### config.mk
export PLATFORM = sky130hd
export DESIGN_NAME = id_ex_stage
export DESIGN_NICKNAME = d
export VERILOG_FILES = /design/src/rtl/id_ex_stage.sv
export SDC_FILE = /design/constraint.sdc
export NUM_CORES = 1
export LEC_CHECK = 0
export ABC_AREA = 0
export BUFFER_PORTS_ARGS = -buffer_cell sky130_fd_sc_hd__buf_2
export CAP_MARGIN = 10
export CORE_AREA = 2 2 107 109
export CTS_BUF_LIST = sky130_fd_sc_hd__clkbuf_4 sky130_fd_sc_hd__clkbuf_8
export DETAILED_ROUTE_END_ITERATION = 8
export DIE_AREA = 0 0 109 111
export GPL_TIMING_DRIVEN = 0
export PLACE_DENSITY = 0.93
export SETUP_SLACK_MARGIN = 0.1
export SLEW_MARGIN = 10
export SYNTH_ARGS = -nofsm -noshare
export SYNTH_HDL_FRONTEND = slang
export SYNTH_SLANG_ARGS = --single-unit
### constraint.sdc
create_clock -name i_clk -period 1.8 [get_ports i_clk]
set_input_delay 0 -clock i_clk [delete_from_list [all_inputs] [get_ports i_clk]]
set_output_delay 0 -clock i_clk [all_outputs]
set_load 0.01 [all_outputs]
### src/rtl/id_ex_stage.sv
`default_nettype none
// ============================================================================
// Module  : id_ex_stage
// Brief   : ID/EX pipeline register with ALU-control decode, stall and flush.
//           Optional operand forwarding when ID_EX_FORWARDING_EN is defined.
// Revision: 1.0
// ============================================================================
module id_ex_stage #(
  parameter int NB_DATA = 32,
  parameter int NB_REG  = 5,
  parameter int NB_OPE  = 4
) (
  input  logic               i_clk,
  input  logic               i_rst,
  input  logic               i_valid,
  input  logic               i_stall,
  input  logic               i_flush,
  input  logic [31:0]        i_instr,
  input  logic [NB_DATA-1:0] i_rs_data,
  input  logic [NB_DATA-1:0] i_rt_data,
  input  logic [NB_DATA-1:0] i_pc_next,
`ifdef ID_EX_FORWARDING_EN
  input  logic [NB_REG-1:0]  i_exm_wr_reg,
  input  logic               i_exm_reg_wen,
  input  logic [NB_DATA-1:0] i_exm_data,
  input  logic [NB_REG-1:0]  i_mwb_wr_reg,
  input  logic               i_mwb_reg_wen,
  input  logic [NB_DATA-1:0] i_mwb_data,
`endif
  output logic [NB_DATA-1:0] o_data_a,
  output logic [NB_DATA-1:0] o_data_b,
  output logic [NB_OPE-1:0]  o_ope_sel,
  output logic [NB_DATA-1:0] o_store_data,
  output logic [NB_REG-1:0]  o_wr_reg,
  output logic               o_reg_wen,
  output logic               o_mem_wen,
  output logic               o_mem_ren,
  output logic               o_valid,
  output logic               o_illegal
);

  localparam logic [NB_OPE-1:0] c_ALU_AND = 4'd0,  c_ALU_OR  = 4'd1,  c_ALU_ADD = 4'd2;
  localparam logic [NB_OPE-1:0] c_ALU_XOR = 4'd3,  c_ALU_SUB = 4'd6,  c_ALU_SLT = 4'd7;
  localparam logic [NB_OPE-1:0] c_ALU_SLL = 4'd8,  c_ALU_SRL = 4'd9,  c_ALU_SRA = 4'd10;
  localparam logic [NB_OPE-1:0] c_ALU_NOR = 4'd12, c_ALU_JAL = 4'd13, c_ALU_LUI = 4'd14;
  localparam logic [NB_OPE-1:0] c_ALU_BAD = 4'd15;

  typedef struct packed {
    logic [NB_DATA-1:0] a;
    logic [NB_DATA-1:0] b;
    logic [NB_OPE-1:0]  ope;
    logic [NB_DATA-1:0] store;
    logic [NB_REG-1:0]  wr_reg;
    logic               reg_wen;
    logic               mem_wen;
    logic               mem_ren;
    logic               valid;
    logic               illegal;
  } pipe_t;

  logic [5:0]         w_op, w_funct;
  logic [4:0]         w_rs_idx, w_rt_idx, w_rd_idx, w_shamt;
  logic [NB_DATA-1:0] w_sx, w_zx, w_rs, w_rt;
  logic               w_bad;
  pipe_t              w_dec, w_pipe_d, r_pipe_q;

  assign w_op     = i_instr[31:26];
  assign w_rs_idx = i_instr[25:21];
  assign w_rt_idx = i_instr[20:16];
  assign w_rd_idx = i_instr[15:11];
  assign w_shamt  = i_instr[10:6];
  assign w_funct  = i_instr[5:0];
  assign w_sx     = {{(NB_DATA-16){i_instr[15]}}, i_instr[15:0]};
  assign w_zx     = {{(NB_DATA-16){1'b0}}, i_instr[15:0]};

`ifdef ID_EX_FORWARDING_EN
  // Youngest producer wins; $0 is hard-wired and never forwarded.
  assign w_rs = (i_exm_reg_wen && i_exm_wr_reg != '0 && i_exm_wr_reg == w_rs_idx) ? i_exm_data :
                (i_mwb_reg_wen && i_mwb_wr_reg != '0 && i_mwb_wr_reg == w_rs_idx) ? i_mwb_data :
                i_rs_data;
  assign w_rt = (i_exm_reg_wen && i_exm_wr_reg != '0 && i_exm_wr_reg == w_rt_idx) ? i_exm_data :
                (i_mwb_reg_wen && i_mwb_wr_reg != '0 && i_mwb_wr_reg == w_rt_idx) ? i_mwb_data :
                i_rt_data;
`else
  assign w_rs = i_rs_data;
  assign w_rt = i_rt_data;
`endif

  always_comb begin
    w_dec       = '0;
    w_bad       = 1'b0;
    w_dec.valid = 1'b1;
    w_dec.store = w_rt;
    w_dec.a     = w_rs;
    if (w_op == 6'h00) begin
      w_dec.b       = w_rt;
      w_dec.wr_reg  = w_rd_idx;
      w_dec.reg_wen = 1'b1;
      case (w_funct)
        6'h00: begin w_dec.ope = c_ALU_SLL; w_dec.a = NB_DATA'(w_shamt); end
        6'h02: begin w_dec.ope = c_ALU_SRL; w_dec.a = NB_DATA'(w_shamt); end
        6'h03: begin w_dec.ope = c_ALU_SRA; w_dec.a = NB_DATA'(w_shamt); end
        6'h04: begin w_dec.ope = c_ALU_SLL; w_dec.a = NB_DATA'(w_rs[4:0]); end
        6'h06: begin w_dec.ope = c_ALU_SRL; w_dec.a = NB_DATA'(w_rs[4:0]); end
        6'h07: begin w_dec.ope = c_ALU_SRA; w_dec.a = NB_DATA'(w_rs[4:0]); end
        6'h09: begin w_dec.ope = c_ALU_JAL; w_dec.a = i_pc_next; w_dec.b = NB_DATA'(4); end
        6'h21: w_dec.ope = c_ALU_ADD;
        6'h23: w_dec.ope = c_ALU_SUB;
        6'h24: w_dec.ope = c_ALU_AND;
        6'h25: w_dec.ope = c_ALU_OR;
        6'h26: w_dec.ope = c_ALU_XOR;
        6'h27: w_dec.ope = c_ALU_NOR;
        6'h2A: w_dec.ope = c_ALU_SLT;
        default: w_bad = 1'b1;
      endcase
    end else begin
      w_dec.wr_reg  = w_rt_idx;
      w_dec.reg_wen = 1'b1;
      case (w_op)
        6'h09: begin w_dec.ope = c_ALU_ADD; w_dec.b = w_sx; end
        6'h0A: begin w_dec.ope = c_ALU_SLT; w_dec.b = w_sx; end
        6'h0C: begin w_dec.ope = c_ALU_AND; w_dec.b = w_zx; end
        6'h0D: begin w_dec.ope = c_ALU_OR;  w_dec.b = w_zx; end
        6'h0E: begin w_dec.ope = c_ALU_XOR; w_dec.b = w_zx; end
        6'h0F: begin w_dec.ope = c_ALU_LUI; w_dec.a = '0; w_dec.b = w_zx; end
        6'h23: begin w_dec.ope = c_ALU_ADD; w_dec.b = w_sx; w_dec.mem_ren = 1'b1; end
        6'h2B: begin
          w_dec.ope = c_ALU_ADD; w_dec.b = w_sx; w_dec.mem_wen = 1'b1;
          w_dec.wr_reg = '0; w_dec.reg_wen = 1'b0;
        end
        6'h04, 6'h05: begin
          w_dec.ope = c_ALU_SUB; w_dec.b = w_rt;
          w_dec.wr_reg = '0; w_dec.reg_wen = 1'b0;
        end
        6'h03: begin
          w_dec.ope = c_ALU_JAL; w_dec.a = i_pc_next; w_dec.b = NB_DATA'(4);
          w_dec.wr_reg = NB_REG'(31);
        end
        default: w_bad = 1'b1;
      endcase
    end
    if (w_bad) begin
      w_dec.a       = '0;
      w_dec.b       = '0;
      w_dec.ope     = c_ALU_BAD;
      w_dec.wr_reg  = '0;
      w_dec.reg_wen = 1'b0;
      w_dec.mem_wen = 1'b0;
      w_dec.mem_ren = 1'b0;
      w_dec.illegal = 1'b1;
    end
    if (w_dec.wr_reg == '0) w_dec.reg_wen = 1'b0;
  end

  assign w_pipe_d = i_valid ? w_dec : '0;

  always_ff @(posedge i_clk or negedge i_rst) begin
    if (!i_rst) begin
      r_pipe_q <= '0;
    end else if (i_flush) begin
      r_pipe_q <= '0;
    end else if (!i_stall) begin
      r_pipe_q <= w_pipe_d;
    end
  end

  assign o_data_a     = r_pipe_q.a;
  assign o_data_b     = r_pipe_q.b;
  assign o_ope_sel    = r_pipe_q.ope;
  assign o_store_data = r_pipe_q.store;
  assign o_wr_reg     = r_pipe_q.wr_reg;
  assign o_reg_wen    = r_pipe_q.reg_wen;
  assign o_mem_wen    = r_pipe_q.mem_wen;
  assign o_mem_ren    = r_pipe_q.mem_ren;
  assign o_valid      = r_pipe_q.valid;
  assign o_illegal    = r_pipe_q.illegal;

endmodule
`default_nettype wire

==> summary.md <==
| Metric | Value |
|---|---|
| Clk root buf | clkbuf_8 |
| Routed Antenna Nets | 0 |
| Syn avg cell area | 9.79 µm² |
| Largest area contributor in the netlist | dfrtp_1 |
| Post-synth EDFFs | 0 |
| Remaining Overflow, GRT | 0 |
| Top Ports | ~240 |
| Via Count | ~7000 |
| Fmax | about 0.58 GHz |
| First drt pass iteration count | 6 |
| Worst path cell trace | buf_6 > or2_1 > clkbuf_8 > or4_4 > buf_8 > a2111oi_4 > or4_4 > buf_12 > buf_6 > o21ai_0 |
| Final hold slack | -0.00944 ns |
| Ant diodes | 0 |
| Proportion of layout cells with a drive suffix above 1 | between 40% and 50% |
| Number of global-route vias before repair | around 6800 |
| GP Congestion | 0.944 |
| Crit path buf inv count | 5 |
| Row cnt | 39 |
| Slowest library cell on the worst path | or4_4 |
| Max Root-Sink Buffers | 2 |
| Placed cell area | around 7000 µm² |
| Post-detailed-route wirelength per cell | about 24 µm |
| Flop2flop setup slack | roughly 0.9 ns |
| Hold Crit Endpoint | o_data_a[10]$_DFFE_PN0P_ |
| TNS Setup | 0 ns |
| WHS Path Cells | 3 |
| Crit share post-route | between 90% and 100% |
| Pre-CTS setup slack | -0.874 ns |
| Max-cap violations | 0 |
| Yosys reg bits | 110 |
| H-Tree Level Count | 3 |
| Synthesized cell area | around 5600 µm² |
| Setup crit end kind | flip-flop |
| Synthesis-to-layout area growth | 52.4% |
| Post-synthesis async set-or-reset flop share | 100% |
| CP max FO | 10 |
| Slew HR | 41.6% |
| Worst endpoint data arrival time | ~2.0 ns |
| Run status | finished with violations |
| DRC Markers | 0 |
| Antenna violations before repair | 0 |
| Hpwl dp | between 10 and 15 mm |
| Clock insertion delay at the later pin of the skew report | about 0.4 ns |
| Hold Fails Final Rpt | 1 |
| Core area | ~11000 µm² |
| Final worst slack | 0.0820 ns |
| Clock transition at path regs | approximately 0.13 ns |
| Distinct cells, synth | 51 |
| Initial DRC count | approximately 940 |
| Layout Skew | 0 ns |
| Family with the most delay on the worst path | simple AND/OR/NAND/NOR gates |
| Sink Count | 110 |
| Failing checks | hold timing |
| Yosys synthesis warning count | 0 |
| Num CTS Buffers | 9 |
| Chip Height | approximately 110 µm |
| VDD IR max | roughly 0.48 mV |
| Mux contribution to synthesized area | 0% |
| Die W | approximately 110 µm |
| Largest net degree at the start of global routing | 73 |
| Final instance area | between 8000 and 9000 µm² |
| HP Start | i_pc_next[10] |
| # setup viols final | 0 |
| Fin util | between 70% and 80% |
| Final min period | around 1.7 ns |
| Final wirelength | about 25 mm |
| Crit start category | input pin |
| Pwr/cell area | between 600 and 700 nW/µm² |
| Simple-gate portion of the synthesized area | 12.3% |
| Worst EP required | ~2.1 ns |
| First-pass GRT wire length | 35.9 mm |
| RSZ-0062 raised after global routing | yes |
| Reg2reg path depth | 2 |
| Final #Nets | 1032 |
| Register area share after synthesis | roughly half |
| Top FF cell, synth | dfrtp_1 |
| Crit Reg-Reg Startpoint | o_ope_sel[0]$_DFFE_PN0P_ |
| Pleak | just over 4 nW |
| Crit path largest cell delay | 0.44 ns |
| Initial Util | 50.8% |
| Post-Synth XOR/XNOR Area | less than 1% |
| Crit path kind | in2reg |
| Die area | between 10000 and 15000 µm² |
| Port Buf Inserts | roughly 240 |
| Fin. max-slew vios | 0 |
| Area contributors post-synth | dfrtp_1, a221oi_1, nand2_1 |
| CTS tree | done |
| Hold Crit Class | in2reg |
| Gr usage total | 38.6% |
| Largest family of logic cells by synthesized area | compound AO/OA/AOI/OAI gates |
| Area share of the largest cell type after synthesis | approximately 50% |
| Synth Area in Adders | 0% |
| Slew @ Worst Pin | roughly 0.87 ns |
| Post-Syn Instances | around 580 |
| DR vias/cell | slightly below 7 |
| Worst reg2reg endpoint | o_ope_sel[0]$_DFFE_PN0P_ |
| Syn Nets | a little over 700 |
| Synth Area in Compound Gates | between 30 and 40% |
cell type report:
class                           instances  area (µm²)
Buffer                                 62         403
Clock buffer                            9         124
Clock inverter                          7        96.3
Fill cell                             671        2500
Inverter                                3        11.3
Multi-Input combinational cell        400        3000
Sequential cell                       110        2750
Tap cell                              143         179
Timing Repair Buffer                  313        2010
Yosys cell counts, types with 2 or more instances:
cell type and instances:
o21a_1 2, o211ai_1 4, o311ai_0 2, nand2b_1 5
a21oi_1 29, nor2b_1 10, or3_1 2, nor4b_1 2
buf_4 6, and3_1 2, a22oi_1 18, o21ai_1 18
inv_1 3, dfrtp_1 110, xor2_1 4, nor4_1 2
a221oi_1 63, a31oi_1 2, clkbuf_1 48, o21ai_0 28
or4_1 5, nor2_1 15, buf_2 8, o22ai_1 2
nand2_1 85, a211oi_1 3, a22o_1 32, or2_2 3
nor3_1 2, a221o_1 5, nand4b_1 2, o31ai_1 34
power breakdown:
group	switching (W)	internal, W	leakage [nW]
logic	0.000556	0.000430	2.49
registers	0.0000328	0.00252	1.52
clock network	0.00104	0.000699	0.109
total	0.00163	0.00365	4.12
layer usage:
| metal | GRT usage, % | part of all wire [%] | vias to the layer above |
|---|---|---|---|
| li1 | - | - | 2891 |
| met4 | 22.5 | 6.2 | 0 |
| met2 | 63.2 | 49 | 657 |
| met3 | 6.94 | 10 | 164 |
| met5 | 0 | 0 | - |
| met1 | 46.9 | 35 | 3396 |
metrics by stage:
step,total power (W),std cells
floorplan,0.00293,575
global placement,0.00330,954
detailed placement,0.00333,955
CTS,0.00514,1045
global route,0.00543,1047
finish,0.00528,1047
how the worst max path moves through the flow:
stage                      from                       end  slack [ns]  cells after the start
CTS                  i_instr[1]  o_data_a[18]$_DFFE_PN0P_        0.06                     10
floorplan           i_instr[31]  o_data_b[14]$_DFFE_PN0P_      -0.009                      9
detailed placement  i_instr[31]  o_data_a[28]$_DFFE_PN0P_       -0.87                      8
global route        i_instr[31]  o_data_a[27]$_DFFE_PN0P_        0.03                      8
global placement    i_instr[31]  o_data_a[28]$_DFFE_PN0P_       -0.82                      8
finish              i_instr[31]  o_data_b[14]$_DFFE_PN0P_        0.08                     10
tightest hold or removal path: stages:
cell and delay (ns):
buf_2 0.10, a221oi_2 0.06, o31ai_2 0.20
repair_timing:
action,4_1_cts,5_1_grt
pin swaps,8,6
gates cloned,3,0
endpoints found under the hold margin,187,0
endpoints found under the setup margin,76,76
hold buffers,58,0
resized for setup,59,72
buffers inserted,13,3
kinds of logic after synthesis:
logic type                after synthesis
AOI/OAI and AO/OA                     252
DFF                                   110
buffers and inverters                  65
xor gates and xnor gates                4
and+or+nand+nor                       144
cell usage in the layout (no fill, tap or decap), types with 4 or more instances in the layout:
cell type	synthesis	final
a21oi_1	29	29
a221o_1	5	5
a221oi_1	63	49
a221oi_2	0	14
a22o_1	32	32
a22oi_1	18	18
buf_12	0	4
buf_2	8	240
buf_4	6	19
buf_6	0	8
clkbuf_1	48	27
clkbuf_2	0	9
clkbuf_8	0	11
dfrtp_1	110	110
dlygate4sd3_1	0	58
nand2_1	85	85
nor2_1	15	13
nor2b_1	10	9
o211ai_1	4	4
o21ai_0	28	16
o21ai_1	18	24
o21ai_2	0	6
o31ai_1	34	14
o31ai_2	0	18
xor2_1	4	4
Note: power is estimated with default switching activity, not from simulation.
